**src/rtl/mux8way_pkg.sv**
```systemverilog
// Shared constants and state encoding for the 8-way TDM mux.
// Small helpers used by the arbiter and the top level.
package mux8way_pkg;

  localparam int NUM_CH = 8;
  localparam int SEL_W  = 3;

  typedef enum logic {
    EMPTY = 1'b0,
    FULL  = 1'b1
  } state_t;

  function automatic logic [SEL_W-1:0] next_ptr(
    input logic [SEL_W-1:0] g
  );
    return g + SEL_W'(1);
  endfunction

  function automatic logic [NUM_CH-1:0] onehot(
    input logic [SEL_W-1:0] idx
  );
    logic [NUM_CH-1:0] v;
    v = '0;
    v[idx] = 1'b1;
    return v;
  endfunction

endpackage

```
**src/rtl/rr_arbiter8.sv**
```systemverilog
// Combinational round-robin search over 8 requesters.
// Grant is the first valid channel at or after ptr, modulo 8.
module rr_arbiter8
  import mux8way_pkg::*;
(
  input  logic [NUM_CH-1:0] valid,
  input  logic [SEL_W-1:0]  ptr,
  output logic [SEL_W-1:0]  grant,
  output logic              any
);

  // Walk from the far end so the nearest hit wins.
  always_comb begin
    grant = ptr;
    for (int i = NUM_CH - 1; i >= 0; i--) begin
      logic [SEL_W-1:0] idx;
      idx = ptr + SEL_W'(i);
      if (valid[idx]) begin
        grant = idx;
      end
    end
  end

  assign any = |valid;

endmodule

```
**src/rtl/mux8way_tdm.sv**
```systemverilog
// 8-to-1 time-division mux: round-robin merge of valid/ready
// channels into one registered stream tagged with its source.
module mux8way_tdm
  import mux8way_pkg::*;
#(
  parameter int WIDTH = 16
) (
  input  logic                    clk,
  input  logic                    reset,
  input  logic [NUM_CH*WIDTH-1:0] in_data,
  input  logic [NUM_CH-1:0]       in_valid,
  output logic [NUM_CH-1:0]       in_ready,
  output logic [WIDTH-1:0]        out_data,
  output logic [SEL_W-1:0]        out_sel,
  output logic                    out_valid,
  input  logic                    out_ready
);

  state_t           state_q;
  state_t           state_d;
  logic [SEL_W-1:0] ptr_q;
  logic [SEL_W-1:0] ptr_d;
  logic [WIDTH-1:0] data_q;
  logic [WIDTH-1:0] data_d;
  logic [SEL_W-1:0] sel_q;
  logic [SEL_W-1:0] sel_d;
  logic [SEL_W-1:0] grant;
  logic             any;
  logic             load;
  logic             take;

  rr_arbiter8 u_arb (
    .valid (in_valid),
    .ptr   (ptr_q),
    .grant (grant),
    .any   (any)
  );

  assign out_valid = (state_q == FULL);
  assign out_data  = data_q;
  assign out_sel   = sel_q;
  assign load      = !out_valid || out_ready;

  // Reset gates take so in_ready drops without waiting for clk.
  assign take     = load && any && !reset;
  assign in_ready = take ? onehot(grant) : '0;

  always_comb begin
    state_d = state_q;
    ptr_d   = ptr_q;
    data_d  = data_q;
    sel_d   = sel_q;
    if (take) begin
      data_d = in_data[grant*WIDTH +: WIDTH];
      sel_d  = grant;
      ptr_d  = next_ptr(grant);
    end
    unique case (state_q)
      EMPTY: begin
        if (take) state_d = FULL;
      end
      FULL: begin
        if (out_ready && !any) state_d = EMPTY;
      end
      default: state_d = EMPTY;
    endcase
  end

  always_ff @(posedge clk or posedge reset) begin
    if (reset) begin
      state_q <= EMPTY;
      ptr_q   <= '0;
      data_q  <= '0;
      sel_q   <= '0;
    end else begin
      state_q <= state_d;
      ptr_q   <= ptr_d;
      data_q  <= data_d;
      sel_q   <= sel_d;
    end
  end

endmodule
```
**config.mk**
```make
export PLATFORM = sky130hd
export DESIGN_NAME = mux8way_tdm
export DESIGN_NICKNAME = d
export VERILOG_FILES = /design/src/rtl/mux8way_pkg.sv /design/src/rtl/rr_arbiter8.sv /design/src/rtl/mux8way_tdm.sv
export SDC_FILE = /design/constraint.sdc
export NUM_CORES = 1
export LEC_CHECK = 0
export CAP_MARGIN = 20
export CORE_MARGIN = 1
export CORE_UTILIZATION = 40
export DETAILED_ROUTE_END_ITERATION = 7
export GPL_ROUTABILITY_DRIVEN = 1
export PLACE_DENSITY = 0.72
export SYNTH_ARGS = -nofsm -noshare
export SYNTH_HDL_FRONTEND = slang
export SYNTH_SLANG_ARGS = --single-unit
export TNS_END_PERCENT = 100
```
**constraint.sdc**
```tcl
create_clock -name clk -period 5.6 [get_ports clk]
set_clock_uncertainty 0.15 [all_clocks]
set_input_delay 0.84 -clock clk [delete_from_list [all_inputs] [get_ports clk]]
set_output_delay 0.84 -clock clk [all_outputs]
set_load 0.01 [all_outputs]
```
# Yosys cells after proc, flatten, opt, wreduce, memory -nomap -nowiden
# Index checks and enable logic that the tools add are counted.
totals:
  output_inout_bits: 28
  ff_bits: 23
  in_bits: 139
classes:
  addsub: 8
  n_bitwise: 1
  shift: 1
  mux: 30
  n_reduce_logical: 9
  order_cmp: 10
ops:
  columns: ["op", "count"]
  rows:
  - ["indexed part select 128 x 8 -> 16 bit", 1]
  - ["less-than comparator 3 x 4 -> 1 bit (second input constant)", 9]
  - ["binary-select mux 1 bit (select 3 bit)", 8]
  - ["two-way mux 3 bit", 8]
  - ["adder 3 bit (second input constant)", 4]
  - ["two-way mux 1 bit", 11]
  - ["two-way mux 8 bit", 1]
  - ["OR reduction 8 bit", 1]
  - ["adder 3 x 1 -> 3 bit (second input constant)", 2]
  - ["adder 3 x 2 -> 3 bit (second input constant)", 2]
  - ["logical AND 1 bit", 4]
  - ["demux 1 bit (select 3 bit)", 1]
  - [">= comparator 3 x 1 -> 1 bit (second input constant)", 1]
  - ["logical NOT 1 bit", 3]
  - ["one-hot mux 1 bit (2 select lines)", 1]
  - ["logical OR 1 bit", 1]
  - ["NOT 1 bit", 1]

# Longest topological paths before layout
depth:
  ltp_word: 16
  mapped_depth: 19

# Modules after synthesis
# A second synthesis with hierarchy kept.
hier_totals:
  cells_unflattened: 298
  area_unflattened_um2: 2939.1
by_module_without_submodules:
  columns: ["mod", "area_per_inst_um2", "n_inst", "cells_each", "seq_area_each_um2"]
  rows:
  - ["mux8way_tdm", 2064.5, 1, 204, 575.6]
  - ["rr_arbiter8", 874.6, 1, 94, 0.0]

# Worst setup path before layout
# Ideal clock, no wire load.
synth_path:
  kind: "register -> output"
  startpoint: "register ptr_q[0]"
  endpoint: "output in_ready[5]"
  n_path_buf: 8
  t_arrival_ps: 3781
  setup_slack_ps: 829
  stages_incl_launch_ff: 18
  path_cell_list: "dfrtp_1 buf_6 buf_2 clkinv_1 clkbuf_1 clkbuf_1 ha_1 clkbuf_1 mux4_2 a21o_1 a32o_1 a221oi_2 a31oi_1 buf_4 buf_6 buf_6 or2_1 nor2_1"
synth_between:
  elab_chain_cells: 16
  word_cells_on_any_way: 37
  classes_between: "add/sub (7); order compare (2); mux (27); reduce/logical (1)"
synth_rtl:
  columns: ["element", "line", "text"]
  rows:
  - ["start: declaration", "mux8way_tdm.sv:21", "logic [SEL_W-1:0] ptr_q;"]
  - ["start signal: assignment", "mux8way_tdm.sv:77", "ptr_q <= ptr_d;"]
  - ["adder 3 bit", "rr_arbiter8.sv:17", "idx = ptr + SEL_W'(i);"]
  - ["binary-select mux 1 bit (select 3 bit)", "rr_arbiter8.sv:18", "if (valid[idx]) begin"]
  - ["two-way mux 1 bit (implied by the code)", "rr_arbiter8.sv:18", null]
  - ["two-way mux 3 bit (7 in series)", "rr_arbiter8.sv:18", null]
  - ["two-way mux 3 bit *", "rr_arbiter8.sv:18", null]
  - ["less-than comparator 3 x 4 -> 1 bit (implied by the code) / >= comparator 3 x 1 -> 1 bit (equally long branches)", "mux8way_pkg.sv:24", "v[idx] = 1'b1;"]
  - ["logical AND 1 bit (implied by the code)", "mux8way_pkg.sv:24", null]
  - ["two-way mux 1 bit (implied by the code)", "mux8way_pkg.sv:24", null]
  - ["demux 1 bit (select 3 bit) *", "mux8way_pkg.sv:24", null]
  - ["two-way mux 8 bit *", "mux8way_tdm.sv:46", "assign in_ready = take ? onehot(grant) : '0;"]
  - ["end: declaration", "mux8way_tdm.sv:12", "output logic [NUM_CH-1:0] in_ready,"]
# Every way passes the cells marked *; elsewhere a longest branch is shown, timed or not. The select of a mux whose other input is x is not followed.

# Worst setup path after layout
layout_path:
  startpoint: "input in_valid[1]"
  endpoint: "output in_ready[3]"
layout_between:
  elab_chain_cells: 15
  word_cells_on_any_way: 33
  classes_between: "order compare (2); mux (27); reduce/logical (4)"
layout_rtl:
  columns: ["element", "line", "text"]
  rows:
  - ["start: declaration", "mux8way_tdm.sv:11", "input logic [NUM_CH-1:0] in_valid,"]
  - ["binary-select mux 1 bit (select 3 bit)", "rr_arbiter8.sv:18", null]
  - ["two-way mux 1 bit (implied by the code)", "rr_arbiter8.sv:18", null]
  - ["two-way mux 3 bit (8 in series)", "rr_arbiter8.sv:18", null]
  - ["less-than comparator 3 x 4 -> 1 bit (implied by the code) / >= comparator 3 x 1 -> 1 bit (equally long branches)", "mux8way_pkg.sv:24", null]
  - ["logical AND 1 bit (implied by the code)", "mux8way_pkg.sv:24", null]
  - ["two-way mux 1 bit (implied by the code)", "mux8way_pkg.sv:24", null]
  - ["demux 1 bit (select 3 bit)", "mux8way_pkg.sv:24", null]
  - ["two-way mux 8 bit *", "mux8way_tdm.sv:46", null]
# Marked as above.

==> impl_metrics.tcl <==
set metrics [dict create \
    outcome "complete, but fails checks" \
    violations "design-rule violations" \
    cts_tree "yes" \
    max_freq_ghz 0.199 \
    yosysSeqAreaShare 0.119 \
    die-area_um2 12500 \
    die_x_um 112 \
    synth.cell_area_um2 4830 \
    ios 167 \
    clk_pin_slew_ns 0.06 \
    avgSynthCellArea_um2 8.01 \
    dp_hpwl_um 12400 \
    grt_pass1_vias 5476 \
    holdPathEnd "out_sel[2]" \
    start_util 0.417 \
    stdcell_area_um2 6620 \
    routedWlPerCell_um 20.2 \
    cts_made_buffers 3 \
    grt_max_degree 129 \
    rr_startpoint "ptr_q[0]" \
    timing.final.crit_period_ns 5.01 \
    syn_inst 603 \
    worstMarginPinSlew_ns 1.03 \
    hold_depth 2 \
    hold_class "register to register" \
    synth-async-reset-ratio 1.00 \
    die_h_um 112 \
    drive_above_1_share 0.0927 \
    cap_viol_max_count 0 \
    cts_root_buf "clkbuf_16" \
    antenna_found_initial 0 \
    slew_headroom 0.312 \
    hold_start "out_sel[2]" \
    rsz0062_at_grt "no" \
    vias 5925 \
    ys_types 50 \
    drv_slew 0 \
    cp-start-kind "input port" \
    antenna_left 0 \
    grt_pass1_wl_um 28100 \
    cts_hold_buf 0 \
    tns_ns 0 \
    rows 39 \
    grt.overflow.total 0 \
    r2r_end "out_data[12]" \
    cts_buffer_depth 2 \
    synth_seq_cells 23 \
    cts_resized 0 \
    core-area_um2 11600 \
    finalSetupViolCount 0 \
    antenna-diode-count 0 \
    firstDrtPassIters 7 \
    finalHoldViolations 0 \
    track_usage 0.270 \
    rrSetupSlack_ns 1.06 \
    cts.sinks 23 \
    clk-insertion-delay-late_ns 0.26 \
    vias_per_cell 6.84 \
    routed_wl_um 17500 \
    synth_edf_count 0 \
    cp.arrival_ns 4.02 \
    critical_path_required_ns 4.61 \
    syn_nets 744 \
    ctsHtreeMaxLevel 1 \
    drt_iter0_markers 580 \
    ys.flop_type "dfrtp_1" \
    crit_type "input port to primary output" \
    critPathMaxFanout 8 \
    final_net_count 865 \
    gp_congestion 0.817 \
    layout_commonest_cell "clkdlybuf4s50_1" \
    mostFrequentLayoutCells "clkdlybuf4s50_1 (166), a221oi_1 (123), nor2_1 (107)" \
    post_cts_buffers 0 \
    placed_cell_area_um2 6490 \
    area_growth_pct 37.2 \
    io_buffers 166 \
    rr_worst_depth 12 \
    ys.warnings.count 0 \
    finalCritPeriodShare 0.895 \
    end_kind "primary output" \
    drc_errors 7 \
]
-- final cells by class --
cell class / instances / area [um2]
fill: 993 / 4940
tap: 143 / 179
clock buffer: 3 / 75.1
timing repair buffer: 189 / 1900
multi-input combinational: 492 / 3830
inverter: 15 / 56.3
sequential: 23 / 577
clock inverter: 1 / 5.00
-- registers in the layout (all words and copies together) (netlist names) --
signal,count
out_data,16
out_sel,3
out_valid,1
ptr_q,3
-- how the worst max path moves through the flow --
stage,depth (start not counted),slack (ns),start,end
floorplan,17,0.83,ptr_q[0],in_ready[5]
global placement,10,0.72,in_valid[3],in_ready[3]
detailed placement,10,0.64,in_valid[1],in_ready[3]
CTS,10,0.63,in_valid[1],in_ready[3]
global route,9,0.37,in_valid[1],in_ready[0]
finish,10,0.59,in_valid[1],in_ready[3]
-- through the flow --
stage / utilization / std cells / hold slack, ns / worst slack [ns]
6_report: 0.573 / 866 / 0.341 / 0.587
5_1_grt: 0.573 / 866 / 0.367 / 0.371
4_1_cts: 0.568 / 864 / 0.343 / 0.633
3_5_place_dp: 0.561 / 860 / 0.328 / 0.645
3_3_place_gp: 0.561 / 860 / 0.315 / 0.717
2_1_floorplan: - / 603 / 0.365 / 0.829
-- routing by layer --
layer,up-vias,track usage,share of wire
li1,2724,-,-
met1,2873,0.364,0.42
met2,287,0.439,0.48
met3,41,0.0327,0.073
met4,0,0.103,0.029
met5,-,0,0
-- cells by family after synthesis --
family / count (synthesis) / share of synthesized area
buffers and inverters: 88 / 0.0936
adder cells (fa/ha/maj): 2 / 0.00518
multiplexers: 89 / 0.223
AND/OR/NAND/NOR: 186 / 0.162
AO/OA/AOI/OAI: 211 / 0.390
XOR/XNOR: 4 / 0.00726
flip-flops: 23 / 0.119
-- worst max-delay path, stage by stage --
cell	delay [ns]
clkdlybuf4s50_1	0.54
mux4_2	0.51
mux2i_1	0.39
nand3_1	0.21
a31oi_1	0.22
o21bai_1	0.10
xnor2_1	0.21
or2_1	0.31
nor2_1	0.13
clkdlybuf4s50_1	0.56
-- synth_stat cells, types with 7 or more instances --
cell,instances,area share
o221ai_1,19,0.034
a2111oi_0,18,0.033
mux2i_1,68,0.14
buf_6,9,0.021
nor3_1,33,0.034
a221o_1,9,0.019
mux4_2,12,0.056
clkbuf_1,35,0.027
dfrtp_1,23,0.12
buf_2,22,0.023
buf_4,7,0.011
a221oi_1,123,0.22
inv_1,14,0.011
nor2_1,107,0.083
nand2_1,35,0.027
a2111oi_2,10,0.031
Power is left out: the tool's default activity adds up to more than one toggle a clock period on the data nets, which glitch-free logic cannot reach.
